<file path="config.mk">
export PLATFORM = sky130hd
export DESIGN_NAME = mem_lsu
export DESIGN_NICKNAME = d
export VERILOG_FILES = /design/src/rtl/mem_lsu_pkg.sv /design/src/rtl/mem_load_align.sv /design/src/rtl/mem_lsu.sv
export SDC_FILE = /design/constraint.sdc
export NUM_CORES = 1
export LEC_CHECK = 0
export CAP_MARGIN = 0
export CORE_AREA = 2 2 238 240
export CTS_BUF_LIST = sky130_fd_sc_hd__clkbuf_16
export DETAILED_ROUTE_END_ITERATION = 8
export DIE_AREA = 0 0 240 242
export SYNTH_ARGS = -nofsm -noshare
export SYNTH_HDL_FRONTEND = slang
export SYNTH_SLANG_ARGS = --single-unit
</file>
<file path="constraint.sdc">
create_clock -name clock -period 39.6 [get_ports clock]
set_clock_uncertainty 0.15 [all_clocks]
set_input_delay 3.96 -clock clock [delete_from_list [all_inputs] [get_ports clock]]
set_output_delay 3.96 -clock clock [all_outputs]
set_load 0.01 [all_outputs]
</file>
<file path="src/rtl/mem_lsu_pkg.sv">
// Shared definitions for the load/store unit: size codes, FSM states, idle
// instruction marker and zero constants.
package mem_lsu_pkg;

  typedef enum logic [1:0] {
    SIZE_B = 2'd0,
    SIZE_H = 2'd1,
    SIZE_W = 2'd2,
    SIZE_D = 2'd3
  } mem_size_e;

  typedef enum logic [2:0] {
    IDLE  = 3'd0,
    REQ   = 3'd1,
    WAIT  = 3'd2,
    DONE  = 3'd3,
    DRAIN = 3'd4
  } lsu_state_e;

  localparam logic [31:0] NONE_INST = 32'h0000_0013;
  localparam logic [63:0] ZERO_WORD = 64'd0;
  localparam logic [4:0]  ZERO_REG  = 5'd0;

  // Byte-enable pattern for an access of the given size at lane 0.
  function automatic logic [7:0] size_strb(input logic [1:0] size);
    case (mem_size_e'(size))
      SIZE_B:  size_strb = 8'h01;
      SIZE_H:  size_strb = 8'h03;
      SIZE_W:  size_strb = 8'h0F;
      default: size_strb = 8'hFF;
    endcase
  endfunction

endpackage

</file>
<file path="src/rtl/mem_load_align.sv">
// Extracts a load result from an aligned 8-byte bus word: shift the addressed
// lane down, truncate to the access size, then sign- or zero-extend.
module mem_load_align
  import mem_lsu_pkg::*;
#(
  parameter int XLEN = 64
) (
  input  logic [XLEN-1:0] rdata,
  input  logic [2:0]      offset,
  input  logic [1:0]      size,
  input  logic            is_unsigned,
  output logic [XLEN-1:0] data
);

  logic [XLEN-1:0] shifted;

  always_comb begin
    shifted = rdata >> {offset, 3'b000};
    data    = shifted;
    case (mem_size_e'(size))
      SIZE_B:  data = {{(XLEN-8){shifted[7] & ~is_unsigned}}, shifted[7:0]};
      SIZE_H:  data = {{(XLEN-16){shifted[15] & ~is_unsigned}}, shifted[15:0]};
      SIZE_W:  data = {{(XLEN-32){shifted[31] & ~is_unsigned}}, shifted[31:0]};
      default: data = shifted;
    endcase
  end

endmodule

</file>
<file path="src/rtl/mem_lsu.sv">
// MEM stage load/store unit: one entry in flight, drives the data bus for
// loads/stores and passes ALU results through with one cycle of latency.
module mem_lsu
  import mem_lsu_pkg::*;
#(
  parameter int XLEN = 64,
  parameter int ILEN = 32
) (
  input  logic            clock,
  input  logic            reset,
  input  logic            flush,
  input  logic            in_valid,
  output logic            in_ready,
  input  logic [XLEN-1:0] ex_pc,
  input  logic [ILEN-1:0] ex_instr,
  input  logic            ex_w_ena,
  input  logic [4:0]      ex_w_addr,
  input  logic [XLEN-1:0] ex_alu_result,
  input  logic            ex_mem_rd,
  input  logic            ex_mem_wr,
  input  logic [1:0]      ex_mem_size,
  input  logic            ex_mem_unsigned,
  input  logic [XLEN-1:0] ex_store_data,
  output logic            dmem_req_valid,
  input  logic            dmem_req_ready,
  output logic [XLEN-1:0] dmem_req_addr,
  output logic            dmem_req_wen,
  output logic [XLEN-1:0] dmem_req_wdata,
  output logic [7:0]      dmem_req_wstrb,
  input  logic            dmem_resp_valid,
  input  logic [XLEN-1:0] dmem_resp_rdata,
  output logic            out_valid,
  input  logic            out_ready,
  output logic [XLEN-1:0] MEM_pc,
  output logic [ILEN-1:0] MEM_instr,
  output logic            MEM_w_ena,
  output logic [4:0]      MEM_w_addr,
  output logic [XLEN-1:0] MEM_w_data,
  output logic            stall_req,
  output lsu_state_e      fsm_state
);

  // Handshakes: a transfer happens on a rising edge where valid and ready are
  // both high; valid and its payload hold until then, ready may change freely.
  lsu_state_e      state;
  logic [XLEN-1:0] pc_q;
  logic [ILEN-1:0] instr_q;
  logic            w_ena_q;
  logic [4:0]      w_addr_q;
  logic            is_store_q;
  logic [1:0]      size_q;
  logic            uns_q;
  logic [2:0]      offset_q;
  logic [XLEN-1:0] load_data;
  logic            is_mem;
  logic            accept;

  assign is_mem    = ex_mem_rd | ex_mem_wr;
  assign in_ready  = ~flush & ((state == IDLE) | ((state == DONE) & out_ready));
  assign accept    = in_valid & in_ready;
  assign stall_req = in_valid & ~in_ready;

  assign dmem_req_valid = (state == REQ);
  assign dmem_req_wen   = is_store_q;
  assign out_valid      = (state == DONE);
  assign fsm_state      = state;

  mem_load_align #(.XLEN(XLEN)) u_align (
    .rdata       (dmem_resp_rdata),
    .offset      (offset_q),
    .size        (size_q),
    .is_unsigned (uns_q),
    .data        (load_data)
  );

  always_ff @(posedge clock) begin
    if (reset) begin
      state      <= IDLE;
      MEM_pc     <= XLEN'(ZERO_WORD);
      MEM_instr  <= ILEN'(NONE_INST);
      MEM_w_ena  <= 1'b0;
      MEM_w_addr <= ZERO_REG;
      MEM_w_data <= XLEN'(ZERO_WORD);
    end else if (flush) begin
      // A request already handed to the bus leaves one response to discard.
      case (state)
        REQ:     state <= dmem_req_ready ? DRAIN : IDLE;
        WAIT:    state <= DRAIN;
        DRAIN:   state <= dmem_resp_valid ? IDLE : DRAIN;
        default: state <= IDLE;
      endcase
      MEM_pc    <= XLEN'(ZERO_WORD);
      MEM_instr <= ILEN'(NONE_INST);
      MEM_w_ena <= 1'b0;
    end else if (accept) begin
      pc_q           <= ex_pc;
      instr_q        <= ex_instr;
      w_ena_q        <= ex_w_ena;
      w_addr_q       <= ex_w_addr;
      is_store_q     <= ex_mem_wr;
      size_q         <= ex_mem_size;
      uns_q          <= ex_mem_unsigned;
      offset_q       <= ex_alu_result[2:0];
      dmem_req_addr  <= {ex_alu_result[XLEN-1:3], 3'b000};
      dmem_req_wstrb <= size_strb(ex_mem_size) << ex_alu_result[2:0];
      dmem_req_wdata <= ex_store_data << {ex_alu_result[2:0], 3'b000};
      if (is_mem) begin
        state     <= REQ;
        MEM_pc    <= XLEN'(ZERO_WORD);
        MEM_instr <= ILEN'(NONE_INST);
        MEM_w_ena <= 1'b0;
      end else begin
        state      <= DONE;
        MEM_pc     <= ex_pc;
        MEM_instr  <= ex_instr;
        MEM_w_ena  <= ex_w_ena;
        MEM_w_addr <= ex_w_addr;
        MEM_w_data <= ex_alu_result;
      end
    end else begin
      case (state)
        REQ: if (dmem_req_ready) state <= WAIT;
        WAIT: begin
          if (dmem_resp_valid) begin
            state      <= DONE;
            MEM_pc     <= pc_q;
            MEM_instr  <= instr_q;
            MEM_w_ena  <= w_ena_q & ~is_store_q;
            MEM_w_addr <= w_addr_q;
            MEM_w_data <= is_store_q ? XLEN'(ZERO_WORD) : load_data;
          end
        end
        DONE: begin
          if (out_ready) begin
            state     <= IDLE;
            MEM_pc    <= XLEN'(ZERO_WORD);
            MEM_instr <= ILEN'(NONE_INST);
            MEM_w_ena <= 1'b0;
          end
        end
        DRAIN: if (dmem_resp_valid) state <= IDLE;
        default: ;
      endcase
    end
  end

endmodule

</file>
==> impl_metrics.env, run 1 <==
export IMPL_outcome="completed"
export IMPL_io_pins=616
export IMPL_grt_max_degree=160
export IMPL_filler_cell_count=5217
export IMPL_reg2reg_depth=7
export IMPL_min_from="MEM_w_data[22]$_SDFFE_PP0P_"
export IMPL_placed_area_sq_mm=0.0255
export IMPL_routed_via_count=16212
export IMPL_rrSetupSlack_ns=35.63
export IMPL_clock_latency_ns=0.59
export IMPL_syn_inst=1730
export IMPL_drtPass1Iterations=5
export IMPL_top_usage_layer="met2"
export IMPL_root_buffer="clkbuf_16"
export IMPL_post_cts_buffers=0
export IMPL_routed_via_density=5.31
export IMPL_synth_edff_count=242
export IMPL_holdPathEnd="MEM_w_data[22]$_SDFFE_PP0P_"
export IMPL_avgSynthCellArea_sq_um=10.9
export IMPL_antenna_found_initial=9
export IMPL_grt_use_total_pct=22.7
export IMPL_synthFlopType="edfxtp_1"
export IMPL_drc_errors=0
export IMPL_max_freq_mhz=103
export IMPL_setup_viol=0
export IMPL_slew_headroom_pct=10.1
export IMPL_power_leakage_nw=9.24
export IMPL_dieArea_sq_mm=0.0581
export IMPL_rsz0062_at_grt="no"
export IMPL_cap_violations=0
export IMPL_layout_drive_gt1_share_pct=8.90
export IMPL_required_ns=35.49
export IMPL_ir_worst_vdd_v=0.0000300
export IMPL_grtUsageMet1_pct=29.6
export IMPL_final_cell_area_sq_mm=0.0270
export IMPL_synth_seq_cells=411
export IMPL_netlist_area_sq_mm=0.0189
export IMPL_post_cts_resize_count=0
export IMPL_worstMarginPinSlew_ns=1.34
export IMPL_ys_seq_area_share_pct=56.4
export IMPL_worstPathMaxFanout=8
export IMPL_critPathLaunchType="input port"
export IMPL_cts_clk_slew_worst_paths_ns=0.06
export IMPL_port_buffers=612
export IMPL_synth_top_area_cell="edfxtp_1"
export IMPL_cts_tree="done"
export IMPL_cts_hold_buf=0
export IMPL_drtIter0Drc=1234
export IMPL_whs_path_depth=2
export IMPL_htree_levels=2
export IMPL_arrival_ns=5.62
export IMPL_nNetsFinal=2561
export IMPL_synthTopCellsByArea="edfxtp_1 38%, dfxtp_1 18%, a22oi_1 4.8%"
export IMPL_place_congestion=0.894
export IMPL_dieWidth_um=240
export IMPL_finalPower_w=0.00106
export IMPL_netlist_area_leader_share_pct=38.5
export IMPL_r2r_start="fsm_state[0]$_SDFFE_PP0P_"
export IMPL_grt_util_met2_pct=36.3
export IMPL_clkSinkCount=411
export IMPL_hold_class="register to register"
export IMPL_yosysMostFrequentCell="edfxtp_1"
export IMPL_dieHeight_um=242
export IMPL_crit_type="input port to output port"
export IMPL_grt_ovfl_total=0
export IMPL_grt_pass1_wl_um=101000
export IMPL_hpwl_um=48300
export IMPL_finalCritPeriodShare_pct=24.6
export IMPL_cts_buffer_depth=3
export IMPL_synth_top_cells_by_count="242 x edfxtp_1, 216 x nor2_1, 186 x nand2_1"
export IMPL_period_needed_ns=9.73
export IMPL_syn2layout_area_growth_pct=42.8
export IMPL_synth_warnings=0
export IMPL_routed_wl_um=69100
export IMPL_synthArstFlopShare_pct=0
export IMPL_tns_ns=0
export IMPL_hold_violations=0
export IMPL_routedWlPerCell_um=22.6
export IMPL_grt_pass1_vias=15802
export IMPL_fp_row_count=87
export IMPL_core_area_sq_mm=0.0557
export IMPL_setup_worst_path_end_class="output port"
export IMPL_gr_usage_met3_pct=6.75
export IMPL_ys_types=65
export IMPL_cts_buffers=47
export IMPL_p_per_area_mw_per_mm2=39.3
export IMPL_maxSlewViolCount=0
export IMPL_start_util_pct=33.9
export IMPL_ant_nets=0
export IMPL_regToRegEndpoint="MEM_pc[38]$_SDFFE_PP0P_"
[area by class of cell]
type	count	area, sq um	area share, %
inverters	39	146	0.543
well taps	756	946	3.51
flip-flops and latches	411	10700	39.5
repair buffers	633	6280	23.3
multi-input cells	1123	7460	27.7
diodes	4	10.0	0.0371
clock buffers	47	1180	4.36
clock inverters	38	307	1.14
[worst max-delay path by stage]
| stage | start | cells past startpoint | endpoint |
|---|---|---|---|
| after CTS | flush | 4 | in_ready |
| after global routing | flush | 4 | in_ready |
| after detailed placement | flush | 4 | in_ready |
| final | flush | 4 | in_ready |
| after global placement | flush | 5 | stall_req |
| after floorplan | reset | 4 | dmem_req_addr[10]$_DFFE_PP_ |
[power by group]
part / switching (W) / leakage, nW / internal (W) / total (W)
sequential: 0.00000681 / 3.60 / 0.000471 / 0.000478
combinational: 0.0000829 / 4.87 / 0.0000761 / 0.000159
clock: 0.000181 / 0.771 / 0.000242 / 0.000424
[stage by stage]
step / util, % / instances / hold slack [ns] / worst slack, ns
floorplan: - / 1732 / 0.359 / 23.98
global placement: 45.7 / 2962 / 0.330 / 29.86
detailed placement: 45.7 / 2962 / 0.332 / 29.89
CTS: 48.4 / 3047 / 0.340 / 29.88
global route: 48.4 / 3049 / 0.362 / 29.75
finish: 48.4 / 3051 / 0.342 / 29.87
[cells in the final DEF, fill, tap and decap left out, types with 4 or more instances in the layout]
| cell | instances |
|---|---|
| a211oi_1 | 119 |
| bufinv_16 | 4 |
| buf_4 | 20 |
| nor3_1 | 14 |
| a221oi_1 | 7 |
| clkinv_2 | 4 |
| clkinv_1 | 13 |
| o211ai_1 | 5 |
| o32ai_1 | 8 |
| o41ai_2 | 7 |
| o2bb2ai_1 | 30 |
| buf_2 | 4 |
| nand3_1 | 37 |
| dfxtp_1 | 169 |
| and2_1 | 9 |
| mux2i_1 | 51 |
| nor2_1 | 213 |
| a211oi_2 | 9 |
| inv_1 | 51 |
| clkdlybuf4s50_1 | 608 |
| mux2_2 | 56 |
| a311oi_1 | 5 |
| a21oi_1 | 43 |
| a22oi_1 | 122 |
| nor2b_1 | 14 |
| diode_2 | 4 |
| o31ai_1 | 8 |
| o41ai_1 | 7 |
| nand2b_1 | 5 |
| o21ai_0 | 57 |
| nand2_1 | 185 |
| edfxtp_1 | 242 |
| clkbuf_16 | 47 |
| a31oi_1 | 32 |
| mux4_2 | 22 |
| o22ai_1 | 4 |
[worst max-delay path: stages]
cell	delay [ns]
clkdlybuf4s50_1	0.56
nor2_1	0.35
o21a_1	0.20
clkdlybuf4s50_1	0.54
[flip-flops by register name (all words and copies together) (netlist names)]
signal and flops:
size_q 2, uns_q 1, dmem_req_wdata 64, dmem_req_addr 61, w_ena_q 1, instr_q 32, dmem_req_wstrb 8, MEM_pc 64
MEM_w_ena 1, offset_q 3, w_addr_q 5, dmem_req_wen 1, MEM_w_addr 5, fsm_state 3, pc_q 64, MEM_instr 32
MEM_w_data 64
[routing by layer]
metal	wire (um)	part of all wire, %
met5	65	0.094
met4	1910	2.8
met3	6380	9.2
met2	32100	47
met1	28600	41
[logic make-up after synthesis]
| kind of cell | Yosys count | synth area share (%) |
|---|---|---|
| other | 1 | 0.0199 |
| muxes | 130 | 8.75 |
| AOI/OAI and AO/OA | 487 | 18.9 |
| buffers and inverters | 198 | 4.45 |
| DFF | 411 | 56.4 |
| and+or+nand+nor | 503 | 11.5 |
Note: power is estimated with default switching activity, not from simulation.
==> run 2: changes to the inputs <==
Clock period 39.6 ns to 10 ns, I/O delays scaled along.
==> run 2 against run 1 <==
  * Die area unchanged
  * Sequential cell count unchanged
  * Critical path depth up 4
  * Register-to-register slack worse by 30 ns
  * Utilization up 0.096 points
  * Final cell count up 0.36%
  * Via count down 0.14%
  * Wire length up 0.49%
  * Non-clock buffer count unchanged
  * Critical path type is now input port to register
  * Clock power rose to 4.0 times the previous value
  * Sequential power rose to 4.0 times the previous value
==> impl_metrics.env, run 2 (same netlist as run 1, synthesis figures left out) <==
export IMPL_dieHeight_um=242
export IMPL_rsz0062_at_grt="no"
export IMPL_multi_input_area_sq_mm=0.00746
export IMPL_finalCritPeriodShare_pct=43.2
export IMPL_clkSinkCount=411
export IMPL_path_cells="clkdlybuf4s50_1 -> nor2_1 -> o211ai_2 -> o21ai_4 -> buf_4 -> buf_4 -> nor2_1 -> a211oi_1"
export IMPL_pre_cts_slack_ns=5.08
export IMPL_hold_violations=0
export IMPL_cts_buffer_depth=3
export IMPL_slew_headroom_pct=16.5
export IMPL_period_needed_ns=4.32
export IMPL_routed_via_count=16189
export IMPL_required_ns=10.34
export IMPL_port_buffers=612
export IMPL_cpLargestDelayFamily="buffers and inverters"
export IMPL_ant_nets=0
export IMPL_ir_worst_vdd_v=0.000138
export IMPL_post_cts_buffers=0
export IMPL_start_util_pct=33.9
export IMPL_grt_ovfl_total=0
export IMPL_cap_violations=0
export IMPL_setup_worst_path_end_class="register"
export IMPL_tns_ns=0
export IMPL_outcome="completed"
export IMPL_core_area_sq_mm=0.0557
export IMPL_fp_row_count=87
export IMPL_drtIter0Drc=1276
export IMPL_path_buf_inv=3
export IMPL_arrival_ns=4.67
export IMPL_cts_tree="done"
export IMPL_io_pins=616
export IMPL_worstPathMaxFanout=91
export IMPL_syn2layout_area_growth_pct=43.1
export IMPL_slowest_delay_ns=0.82
export IMPL_place_congestion=0.897
export IMPL_seqCellArea_sq_mm=0.0107
export IMPL_final_common_cell="clkdlybuf4s50_1"
export IMPL_hpwl_um=49500
export IMPL_grt_pass1_vias=16098
export IMPL_routed_wl_um=69400
export IMPL_dieArea_sq_mm=0.0581
export IMPL_layout_setup_ws_ns=5.68
export IMPL_grt_pass1_wl_um=103000
export IMPL_routedWlPerCell_um=22.7
export IMPL_grt_max_degree=185
export IMPL_htree_levels=2
export IMPL_crit_type="input port to register"
export IMPL_cts_hold_buf=0
export IMPL_cts_clk_slew_worst_paths_ns=0.06
export IMPL_final_cell_mix="608 x clkdlybuf4s50_1, 242 x edfxtp_1, 213 x nor2_1"
export IMPL_dieWidth_um=240
export IMPL_filler_cell_count=5120
export IMPL_crit_slowest_cell="buf_4"
export IMPL_drtPass1Iterations=6
export IMPL_rrSetupSlack_ns=6.10
export IMPL_worstMarginPinSlew_ns=1.24
export IMPL_hold_class="register to register"
export IMPL_post_cts_resize_count=0
export IMPL_nNetsFinal=2562
export IMPL_p_per_area_mw_per_mm2=156
export IMPL_maxSlewViolCount=0
export IMPL_max_freq_mhz=231
export IMPL_setup_viol=0
export IMPL_cts_buffers=48
export IMPL_clock_latency_ns=0.61
export IMPL_antenna_found_initial=16
export IMPL_grt_use_total_pct=23.0
export IMPL_routed_via_density=5.29
export IMPL_root_buffer="clkbuf_16"
export IMPL_layout_drive_gt1_share_pct=9.23
export IMPL_critPathLaunchType="input port"
export IMPL_drc_errors=0
export IMPL_power_leakage_nw=9.25
[run 2: cell types whose count changed in the layout (fill, tap and decap cells not counted)]
cell        change
inv_1           -3
inv_16          +1
diode_2         +6
clkinv_2        +6
clkbuf_16       +1
bufinv_16       -1
clkinvlp_4      +3
inv_6           -1
clkinv_4        -1
[run 2: cell type report]
cell class | instances | share of cell area (%)
Sequential cell | 411 | 39.4
Multi-Input combinational cell | 1123 | 27.6
Timing Repair Buffer | 633 | 23.2
Clock buffer | 48 | 4.44
Tap cell | 756 | 3.50
Clock inverter | 42 | 1.19
Inverter | 39 | 0.542
Antenna cell | 10 | 0.0926
[run 2: metal layers]
layer  vias up  routed length [um]  global-route usage (%)
met5         -                  84                       0
met4        12                2110                    7.67
met3       115                7090                    7.70
met2       700               31400                    35.8
met1      7793               28700                    29.9
li1       7569                   -                       -
[run 2: worst reg2reg max path, delay by kind of cell, from the launching register on]
kind                   cells  cell delay, ns
buffers and inverters      2            1.63
AOI/OAI and AO/OA          3            0.85
DFF                        1            0.64
and+or+nand+nor            2            0.53
[run 2: power breakdown]
part           total (W)  switching (W)  leakage [nW]  internal (W)
sequential       0.00189      0.0000286          3.60       0.00186
clock            0.00170       0.000743         0.778      0.000958
combinational   0.000630       0.000328          4.87      0.000301
total            0.00422        0.00110          9.25       0.00312
[run 2: path summary, 6_finish.rpt]
check,startpoint,to,cells after the start
setup / recovery,flush,MEM_pc[41]$_SDFFE_PP0P_,8
hold / removal,MEM_w_data[21]$_SDFFE_PP0P_,MEM_w_data[21]$_SDFFE_PP0P_,2
setup reg to reg,fsm_state[0]$_SDFFE_PP0P_,MEM_pc[41]$_SDFFE_PP0P_,7
hold reg to reg,MEM_w_data[21]$_SDFFE_PP0P_,MEM_w_data[21]$_SDFFE_PP0P_,2
[run 2: per-stage QoR]
stage | utilization [%] | instances | power (W) | cell area (sq um) | hold slack (ns)
global placement | 45.7 | 2962 | 0.00255 | 25500 | 0.332
CTS | 48.4 | 3052 | 0.00426 | 27000 | 0.348
detailed placement | 45.7 | 2962 | 0.00256 | 25500 | 0.336
floorplan | - | 1732 | 0.00222 | 18900 | 0.359
finish | 48.5 | 3062 | 0.00422 | 27000 | 0.343
global route | 48.5 | 3061 | 0.00438 | 27000 | 0.367
==> run 3: changes to the inputs <==
Settings changed: CORE_AREA 2 2 238 240 to not set, CORE_ASPECT_RATIO set to 0.5, CORE_MARGIN set to 2, CORE_UTILIZATION set to 42, DIE_AREA 0 0 240 242 to not set, PLACE_DENSITY set to 0.77.
Clock period 10 ns to 3.7 ns, I/O delays scaled along.
==> run 3 against run 2 <==
  * Via count increased by 2.6%
  * Sequential cell count unchanged
  * Sequential share of layout area increased by 0.26 points
  * Die area decreased by 19%
  * Count of clock-buffer cells in the layout decreased by 9
  * Critical endpoint is now MEM_w_data[20]$_SDFFE_PP0P_
  * Largest cell class unchanged
==> impl_metrics.env, run 3 (same netlist as run 1, synthesis figures left out) <==
export IMPL_grt_use_total_pct=28.0
export IMPL_grt_ovfl_total=0
export IMPL_layout_drive_gt1_share_pct=9.58
export IMPL_seqCellArea_sq_mm=0.0107
export IMPL_post_cts_resize_count=0
export IMPL_cpLargestDelayFamily="simple AND/OR/NAND/NOR gates"
export IMPL_crit_type="register to register"
export IMPL_drtPass1Iterations=6
export IMPL_nNetsFinal=2573
export IMPL_root_buffer="clkbuf_16"
export IMPL_post_cts_buffers=0
export IMPL_grt_max_degree=103
export IMPL_filler_cell_count=3451
export IMPL_final_util_pct=61.1
export IMPL_fp_row_count=54
export IMPL_required_ns=4.01
export IMPL_cts_buffers=38
export IMPL_drtIter0Drc=1963
export IMPL_slowest_delay_ns=0.71
export IMPL_whs_path_depth=1
export IMPL_outcome="completed"
export IMPL_power_leakage_nw=9.26
export IMPL_cts_hold_buf=0
export IMPL_r2r_start="offset_q[2]$_DFFE_PP_"
export IMPL_worstPathMaxFanout=15
export IMPL_finalCritPeriodShare_pct=79.4
export IMPL_port_buffers=612
export IMPL_hold_class="input port to register"
export IMPL_clkSinkCount=411
export IMPL_start_util_pct=42.9
export IMPL_dieArea_sq_mm=0.0468
export IMPL_drc_errors=0
export IMPL_cp_num_cells=6
export IMPL_routedWlPerCell_um=23.7
export IMPL_holdPathEnd="uns_q$_DFFE_PP_"
export IMPL_multi_input_area_sq_mm=0.00747
export IMPL_setup_viol=0
export IMPL_cts_buffer_depth=3
export IMPL_slew_headroom_pct=28.3
export IMPL_worstMarginPinSlew_ns=1.07
export IMPL_max_freq_mhz=340
export IMPL_cts_tree="done"
export IMPL_path_buf_inv=1
export IMPL_min_from="ex_mem_unsigned"
export IMPL_hpwl_um=50200
export IMPL_grt_pass1_vias=16060
export IMPL_dieHeight_um=154
export IMPL_final_cell_mix="608 x clkdlybuf4s50_1, 242 x edfxtp_1, 212 x nor2_1"
export IMPL_dieWidth_um=304
export IMPL_ir_worst_vdd_v=0.000334
export IMPL_antenna_found_initial=17
export IMPL_crit_slowest_cell="edfxtp_1"
export IMPL_layout_setup_ws_ns=0.762
export IMPL_arrival_ns=3.25
export IMPL_cts_clk_slew_worst_paths_ns=0.07
export IMPL_ant_nets=0
export IMPL_grt_pass1_wl_um=101000
export IMPL_reg2reg_depth=6
export IMPL_routed_wl_um=68700
export IMPL_clock_latency_ns=0.55
export IMPL_period_needed_ns=2.94
export IMPL_core_area_sq_mm=0.0440
export IMPL_routed_via_density=5.72
export IMPL_htree_levels=2
export IMPL_cap_violations=0
export IMPL_hold_violations=0
export IMPL_syn2layout_area_growth_pct=42.2
export IMPL_rsz0062_at_grt="no"
export IMPL_p_per_area_mw_per_mm2=405
export IMPL_io_pins=616
export IMPL_setup_worst_path_end_class="register"
export IMPL_maxSlewViolCount=0
export IMPL_regToRegEndpoint="MEM_w_data[20]$_SDFFE_PP0P_"
export IMPL_rrSetupSlack_ns=0.76
export IMPL_routed_via_count=16608
export IMPL_pre_cts_slack_ns=0.632
export IMPL_place_congestion=0.929
export IMPL_path_cells="nand2b_1 -> o22ai_2 -> nor4_4 -> buf_4 -> o41ai_1 -> a211oi_1"
export IMPL_critPathLaunchType="register"
export IMPL_final_common_cell="clkdlybuf4s50_1"
[run 3: layout make-up]
type | count | area share, %
Antenna cell | 17 | 0.158
Inverter | 39 | 0.545
Clock buffer | 39 | 3.63
Tap cell | 588 | 2.74
Multi-Input combinational cell | 1123 | 27.8
Sequential cell | 411 | 39.7
Clock inverter | 31 | 0.960
Timing Repair Buffer | 654 | 24.5
[run 3: through the flow]
stage / area (sq um) / hold WS (ns) / instances / setup TNS, ns / total power [W]
after floorplan: 19000 / 0.319 / 1732 / -317.01 / 0.00601
after global routing: 26900 / 0.220 / 2900 / 0 / 0.0112
final: 26900 / 0.237 / 2902 / 0 / 0.0109
after detailed placement: 25600 / 0.332 / 2815 / 0 / 0.00692
after CTS: 26800 / 0.196 / 2885 / 0 / 0.0109
after global placement: 25600 / 0.331 / 2815 / 0 / 0.00689
[run 3: metal layers]
metal | track usage, % | up-vias | part of all wire, %
met5 | 0 | - | 0.036
met4 | 13.3 | 4 | 4.4
met3 | 5.31 | 181 | 7.0
met2 | 48.5 | 818 | 50
met1 | 34.1 | 8017 | 38
li1 | - | 7588 | -
[run 3: worst max-delay path by stage]
stage	slack (ns)	startpoint	to
5_1_grt	0.62	offset_q[2]$_DFFE_PP_	MEM_w_data[23]$_SDFFE_PP0P_
6_report	0.76	offset_q[2]$_DFFE_PP_	MEM_w_data[20]$_SDFFE_PP0P_
3_5_place_dp	0.63	flush	MEM_w_data[50]$_SDFFE_PP0P_
3_3_place_gp	0.73	flush	MEM_w_data[34]$_SDFFE_PP0P_
2_1_floorplan	-1.31	fsm_state[1]$_SDFFE_PP0P_	dmem_req_addr[10]$_DFFE_PP_
4_1_cts	0.85	offset_q[2]$_DFFE_PP_	MEM_w_data[20]$_SDFFE_PP0P_
[run 3: power by group]
group / leakage, nW / internal (W) / switching (W) / total [W]
Clock: 0.630 / 0.00221 / 0.00181 / 0.00402
Combinational: 5.02 / 0.000842 / 0.000887 / 0.00173
Sequential: 3.60 / 0.00503 / 0.0000823 / 0.00512
